## src/rtl/banked_lattice_ram.sv

```systemverilog
`default_nettype none
// ============================================================================
// Module   : banked_lattice_ram
// Brief    : NUM_CHANNELS-bank simple dual-port RAM sharing one write and one
//            read address, with pipelined reads and a clear sequencer.
// Revision : 1.0  initial release
// ============================================================================
module banked_lattice_ram #(
    parameter int                    DATA_WIDTH    = 16,
    parameter int                    DEPTH         = 16,
    parameter int                    ADDRESS_WIDTH = 4,
    parameter int                    NUM_CHANNELS  = 9,
    parameter int                    READ_LATENCY  = 1,
    parameter int                    RDW_MODE      = 0,
    parameter logic [DATA_WIDTH-1:0] CLEAR_VALUE   = '0
) (
    input  logic                                 clk,
    input  logic                                 rst_n,
    input  logic                                 clear_start,
    output logic                                 busy,
    input  logic [NUM_CHANNELS-1:0]              write_en,
    input  logic [ADDRESS_WIDTH-1:0]             write_address,
    input  logic [NUM_CHANNELS*DATA_WIDTH-1:0]   data_in,
    input  logic                                 read_en,
    input  logic [ADDRESS_WIDTH-1:0]             read_address,
    output logic [NUM_CHANNELS*DATA_WIDTH-1:0]   data_out,
    output logic                                 read_valid
);

    localparam int                       c_WORD_WIDTH = NUM_CHANNELS * DATA_WIDTH;
    localparam logic [ADDRESS_WIDTH:0]   c_DEPTH      = (ADDRESS_WIDTH + 1)'(DEPTH);
    localparam logic [ADDRESS_WIDTH-1:0] c_LAST_ADDR  = ADDRESS_WIDTH'(DEPTH - 1);

    generate
        if (READ_LATENCY != 1 && READ_LATENCY != 2) begin : g_bad_latency
            $error("banked_lattice_ram: READ_LATENCY must be 1 or 2");
        end
        if ((64'd1 << ADDRESS_WIDTH) < 64'(DEPTH)) begin : g_bad_depth
            $error("banked_lattice_ram: ADDRESS_WIDTH too small for DEPTH");
        end
    endgenerate

    typedef enum logic [0:0] {
        ST_CLEAR = 1'b0,
        ST_IDLE  = 1'b1
    } state_t;

    state_t                     r_state;
    logic [ADDRESS_WIDTH-1:0]   r_count;
    logic                       r_busy;
    logic                       w_idle;
    logic                       w_wr_in_range;
    logic                       w_rd_in_range;
    logic                       w_rd_fire;
    logic [NUM_CHANNELS-1:0]    w_wr_fire;
    logic [c_WORD_WIDTH-1:0]    w_rd_word;
    logic [c_WORD_WIDTH-1:0]    w_pipe_word;
    logic                       w_pipe_valid;
    logic [c_WORD_WIDTH-1:0]    r_data_out;
    logic                       r_read_valid;

    assign w_idle        = (r_state == ST_IDLE);
    assign w_wr_in_range = ({1'b0, write_address} < c_DEPTH);
    assign w_rd_in_range = ({1'b0, read_address} < c_DEPTH);
    assign w_rd_fire     = read_en && w_idle;
    assign w_wr_fire     = write_en & {NUM_CHANNELS{w_idle && w_wr_in_range}};

    // Clear sequencer: one address per cycle across all banks.
    always_ff @(posedge clk or negedge rst_n) begin
        if (!rst_n) begin
            r_state <= ST_CLEAR;
            r_count <= '0;
            r_busy  <= 1'b1;
        end else begin
            case (r_state)
                ST_CLEAR: begin
                    r_count <= r_count + ADDRESS_WIDTH'(1);
                    if (r_count == c_LAST_ADDR) begin
                        r_state <= ST_IDLE;
                        r_busy  <= 1'b0;
                        r_count <= '0;
                    end
                end
                ST_IDLE: begin
                    if (clear_start) begin
                        r_state <= ST_CLEAR;
                        r_busy  <= 1'b1;
                        r_count <= '0;
                    end
                end
                default: begin
                    r_state <= ST_CLEAR;
                    r_busy  <= 1'b1;
                    r_count <= '0;
                end
            endcase
        end
    end

    generate
        for (genvar c = 0; c < NUM_CHANNELS; c++) begin : g_bank
            logic [DATA_WIDTH-1:0] r_mem [DEPTH];
            logic [DATA_WIDTH-1:0] w_word;

            always_ff @(posedge clk) begin
                if (!w_idle) begin
                    r_mem[r_count] <= CLEAR_VALUE;
                end else if (w_wr_fire[c]) begin
                    r_mem[write_address] <= data_in[c*DATA_WIDTH +: DATA_WIDTH];
                end
            end

            // Array read happens before the same-edge write lands, giving old data unless bypassed.
            always_comb begin
                w_word = '0;
                if (!w_rd_in_range) begin
                    w_word = '0;
                end else if (RDW_MODE == 1 && w_wr_fire[c] && write_address == read_address) begin
                    w_word = data_in[c*DATA_WIDTH +: DATA_WIDTH];
                end else begin
                    w_word = r_mem[read_address];
                end
            end

            assign w_rd_word[c*DATA_WIDTH +: DATA_WIDTH] = w_word;
        end

        if (READ_LATENCY == 2) begin : g_lat2
            logic [c_WORD_WIDTH-1:0] r_s1_word;
            logic                    r_s1_valid;

            always_ff @(posedge clk or negedge rst_n) begin
                if (!rst_n) begin
                    r_s1_word  <= '0;
                    r_s1_valid <= 1'b0;
                end else begin
                    r_s1_valid <= w_rd_fire;
                    if (w_rd_fire) begin
                        r_s1_word <= w_rd_word;
                    end
                end
            end

            assign w_pipe_word  = r_s1_word;
            assign w_pipe_valid = r_s1_valid;
        end else begin : g_lat1
            assign w_pipe_word  = w_rd_word;
            assign w_pipe_valid = w_rd_fire;
        end
    endgenerate

    always_ff @(posedge clk or negedge rst_n) begin
        if (!rst_n) begin
            r_data_out   <= '0;
            r_read_valid <= 1'b0;
        end else begin
            r_read_valid <= w_pipe_valid;
            if (w_pipe_valid) begin
                r_data_out <= w_pipe_word;
            end
        end
    end

    assign busy       = r_busy;
    assign data_out   = r_data_out;
    assign read_valid = r_read_valid;

endmodule
`default_nettype wire
```

## config.mk

```make
export PLATFORM = sky130hd
export DESIGN_NAME = banked_lattice_ram
export DESIGN_NICKNAME = d
export VERILOG_FILES = /design/src/rtl/banked_lattice_ram.sv
export SDC_FILE = /design/constraint.sdc
export NUM_CORES = 2
export LEC_CHECK = 0
export CORE_UTILIZATION = 65
export DETAILED_ROUTE_END_ITERATION = 10
export GPL_TIMING_DRIVEN = 1
export PLACE_DENSITY_LB_ADDON = 0.2
export SLEW_MARGIN = 20
export SYNTH_ARGS = -nofsm -noshare
export SYNTH_HDL_FRONTEND = slang
export SYNTH_SLANG_ARGS = --single-unit
```

## constraint.sdc

```tcl
create_clock -name clk -period 8.2 [get_ports clk]
set_clock_uncertainty 0.15 [all_clocks]
set_input_delay 1.64 -clock clk [delete_from_list [all_inputs] [get_ports clk]]
set_output_delay 1.64 -clock clk [all_outputs]
set_load 0.03 [all_outputs]
```

==> key figures <==
GRT
  – GRT Util Overall: 0.328
  – Largest net degree at the start of global routing: 136
  – GRT overflow: 0
  – Vias in the first global route: 53100
  – Initial antenna violation count: 6
  – First-pass GRT wire length: 350000 um

Drt
  – Vias: 54000
  – DR pass1 iterations: 6
  – DR iter-0 viols: between 6000 and 7000
  – Antenna Nets Post-Route: 0
  – Drt total wl: 244000 um
  – Via density: around 6.7
  – WL/cell: 30.1 um
  – DRC: 0

Worst hold path
  – Hold Crit Class: register to register
  – Hold path start: data_out[121]
  – Worst Hold Depth: 2
  – Worst Hold End: data_out[121]

Setup path
  – Crit-path leading delay family: simple AND/OR/NAND/NOR gates
  – FF-to-FF Start: r_state
  – Largest stage delay on the critical path: 0.96 ns
  – CP Capture Type: register
  – Worst setup SP type: input pin
  – Register-to-Register Path Depth: 6
  – Max FO, Critical Path: 16
  – WP data required: approximately 8.5 ns
  – Setup slack, reg-to-reg: between 3 and 4 ns
  – CP Data Arrival Time: approximately 4.7 ns
  – Worst r2r dst: data_out[62]
  – Critical path type: input pin to register
  – Crit path buf inv count: 1
  – Slowest-stage cell, CP: nor2_2
  – Crit path from: write_address[3]
  – CP Cell Sequence: clkdlybuf4s50_1, nor2b_2, a21oi_1, nor2_2

STA
  – Final Max Tran Viols: 0
  – Final Hold Fails: 0
  – Peak Freq: 226 MHz
  – Post-route setup slack: 3.78 ns
  – Fin Setup TNS: 0 ns
  – Worst Tran Pin Value: 1.19 ns
  – Fin Hold WS: 0.336 ns
  – Rel. slew slack: 0.207
  – Tmin final: between 4 and 5 ns
  – Crit share post-route: 0.539
  – RSZ-0062 raised after global routing: no
  – Final setup vio count: 0

Logic synthesis
  – Flops & latches, synth: 2455
  – Syn Nets: 5880
  – Cells after Synth: 5714
  – Yosys warning count: 0
  – Mapped cell area: 0.0959 mm2
  – Netlist cell types: 42
  – Async SR Flop Fraction: 0.0615
  – Number of synthesized flops with an enable pin: ~2300
  – Dominant synthesized flop cell: edfxtp_1
  – Register area share after synthesis: 0.761
  – Avg Cell Area, Syn: between 15 and 20 um2

Clocking
  – Post-cts sizing count: 0
  – Num CTS Buffers: 230
  – Post-CTS Setup Inserts: 0
  – Bufs on Longest Clock Path: 3
  – Clock Tree Root: clkbuf_16
  – Clock Latency Late Sink: 0.85 ns
  – Clock-pin slew on the worst setup and hold paths: roughly 0.060 ns
  – Sink Count: about 2500
  – H-tree levels: 4
  – Hold buffer count at cts: 0
  – CTS tree: done

Pwr
  – Power per Cell Area: 317 mW/mm2
  – Leak pwr: just under 40 nW
  – Comb pwr share: 0.187
  – VDD IR-drop max: 0.213 mV
  – Internal cell power: 0.0242 W
  – Sw Share: 0.294
  – Sequential group share of total power: 0.510
  – Clock power share: 0.304
  – Switching Power: 0.0101 W

Finish
  – Non-Filler Instances: 8099
  – Layout cells sized above 1: 0.100
  – Area growth syn-to-layout: 12.8%
  – Nets: 6135
  – Final Util: 0.741

Place
  – Post-DP HPWL: 139000 um
  – Placed Instances: 7654
  – Port Buf Inserts: 310
  – Pre-CTS setup slack: 2.84 ns
  – Final RePlAce weighted congestion: ~0.84

Floorplan
  – Num rows: 140
  – Die width: between 300 and 400 um
  – Core region area: 0.146 mm2
  – I/O pins: 311
  – Die ar.: 0.149 mm2
  – DIE HEIGHT: between 300 and 400 um
  – Initial Util: 0.657

Outcome
  – Status: complete, no violations

Run
  – Max-cap viol count: 0
[worst max-delay path by stage]
stage,cells past startpoint,slack [ns],endpoint
3_3_place_gp,5,2.98,g_bank[5].r_mem[0][9]
6_report,4,3.78,g_bank[2].r_mem[9][6]
5_1_grt,4,3.81,g_bank[2].r_mem[9][6]
4_1_cts,5,3.71,g_bank[7].r_mem[12][0]
2_1_floorplan,5,2.63,g_bank[2].r_mem[13][0]
3_5_place_dp,5,2.84,g_bank[7].r_mem[12][4]
[power by group through the flow]
stage	combinational, W	sequential [W]	clock, W
floorplan	0.00289	0.0180	0
global placement	0.00613	0.0176	0
detailed placement	0.00627	0.0177	0
CTS	0.00631	0.0175	0.0104
global route	0.00673	0.0176	0.0109
finish	0.00640	0.0175	0.0104
[synthesized netlist by cell type (2+ instances only)]
cell type / n / share of area
a2111oi_0: 4 / 0.00037
a22oi_1: 121 / 0.0095
buf_6: 34 / 0.0040
clkbuf_2: 2 / 0.00010
a32oi_1: 5 / 0.00046
buf_1: 7 / 0.00027
nand3_1: 127 / 0.0066
and2_1: 10 / 0.00065
nor2b_1: 10 / 0.00065
inv_1: 2 / 0.000078
nand2_1: 161 / 0.0063
o32ai_1: 14 / 0.0013
nor2_1: 341 / 0.013
edfxtp_1: 2304 / 0.72
clkbuf_1: 177 / 0.0069
mux4_2: 30 / 0.0070
a21oi_1: 149 / 0.0078
o22ai_1: 286 / 0.019
buf_2: 62 / 0.0032
buf_4: 80 / 0.0063
dfrtp_1: 150 / 0.039
o31ai_1: 11 / 0.00086
nor4_1: 17 / 0.0011
nor3_1: 226 / 0.012
mux2i_1: 1103 / 0.12
nand2b_1: 6 / 0.00039
o21ai_1: 9 / 0.00047
and3_1: 146 / 0.0095
o21ai_0: 105 / 0.0055
and3b_1: 3 / 0.00027
[layout make-up]
cell class / instances / area [um2]
sequential: 2455 / 73000
fill: 8512 / 37800
clock buffer: 325 / 6510
timing repair buffer: 386 / 3850
multi-input combinational: 2893 / 21600
antenna: 4 / 10.0
inverter: 3 / 16.3
tap: 1917 / 2400
clock inverter: 116 / 903
[state kept, by name (all words and copies together), names as in the netlist]
name          flops
data_out        144
g_bank.r_mem   2304
r_state           1
r_count           4
busy              1
read_valid        1
[tightest hold or removal path, stage by stage, from the launching register on]
cell	delay [ns]
dfrtp_1	0.34
nand2_1	0.06
nand3_1	0.06
[cell usage in the layout (no fill, tap or decap), drive strengths merged, types with 10 or more instances in the layout]
cell / n
and3: 146
buf: 80
a21oi: 149
and2: 11
nor3: 227
nand3: 127
bufinv: 12
o22ai: 286
dfrtp: 150
clkbuf: 325
o31ai: 11
nor2b: 10
o21ai: 114
nand2: 161
mux2i: 1103
edfxtp: 2304
clkdlybuf4s50: 306
clkinv: 93
mux4: 30
nor4: 17
nor2: 341
a22oi: 121
o32ai: 14
[cells by family (layout without fill, tap and decap cells)]
kind of cell	after synthesis	count (layout)	synth area share
compound gates	705	705	0.0449
buf+inv	366	830	0.0211
fa+ha+maj	1	1	0.000130
flops	2455	2455	0.761
mux	1133	1133	0.122
xor+xnor	1	1	0.0000913
simple gates	1053	1053	0.0511
other cells	0	4	0
[per-stage QoR]
step | instance area [um2] | power (W)
after floorplan | 95900 | 0.0208
after global routing | 108000 | 0.0353
final | 108000 | 0.0343
after CTS | 108000 | 0.0342
after detailed placement | 101000 | 0.0240
after global placement | 101000 | 0.0237
[per-layer routing]
metal | GRT usage | routed length, um
met4 | 0.136 | 10600
met5 | 0 | 28
met1 | 0.458 | 92200
met2 | 0.514 | 115000
met3 | 0.0619 | 25700
(Power assumes the default switching activity.)
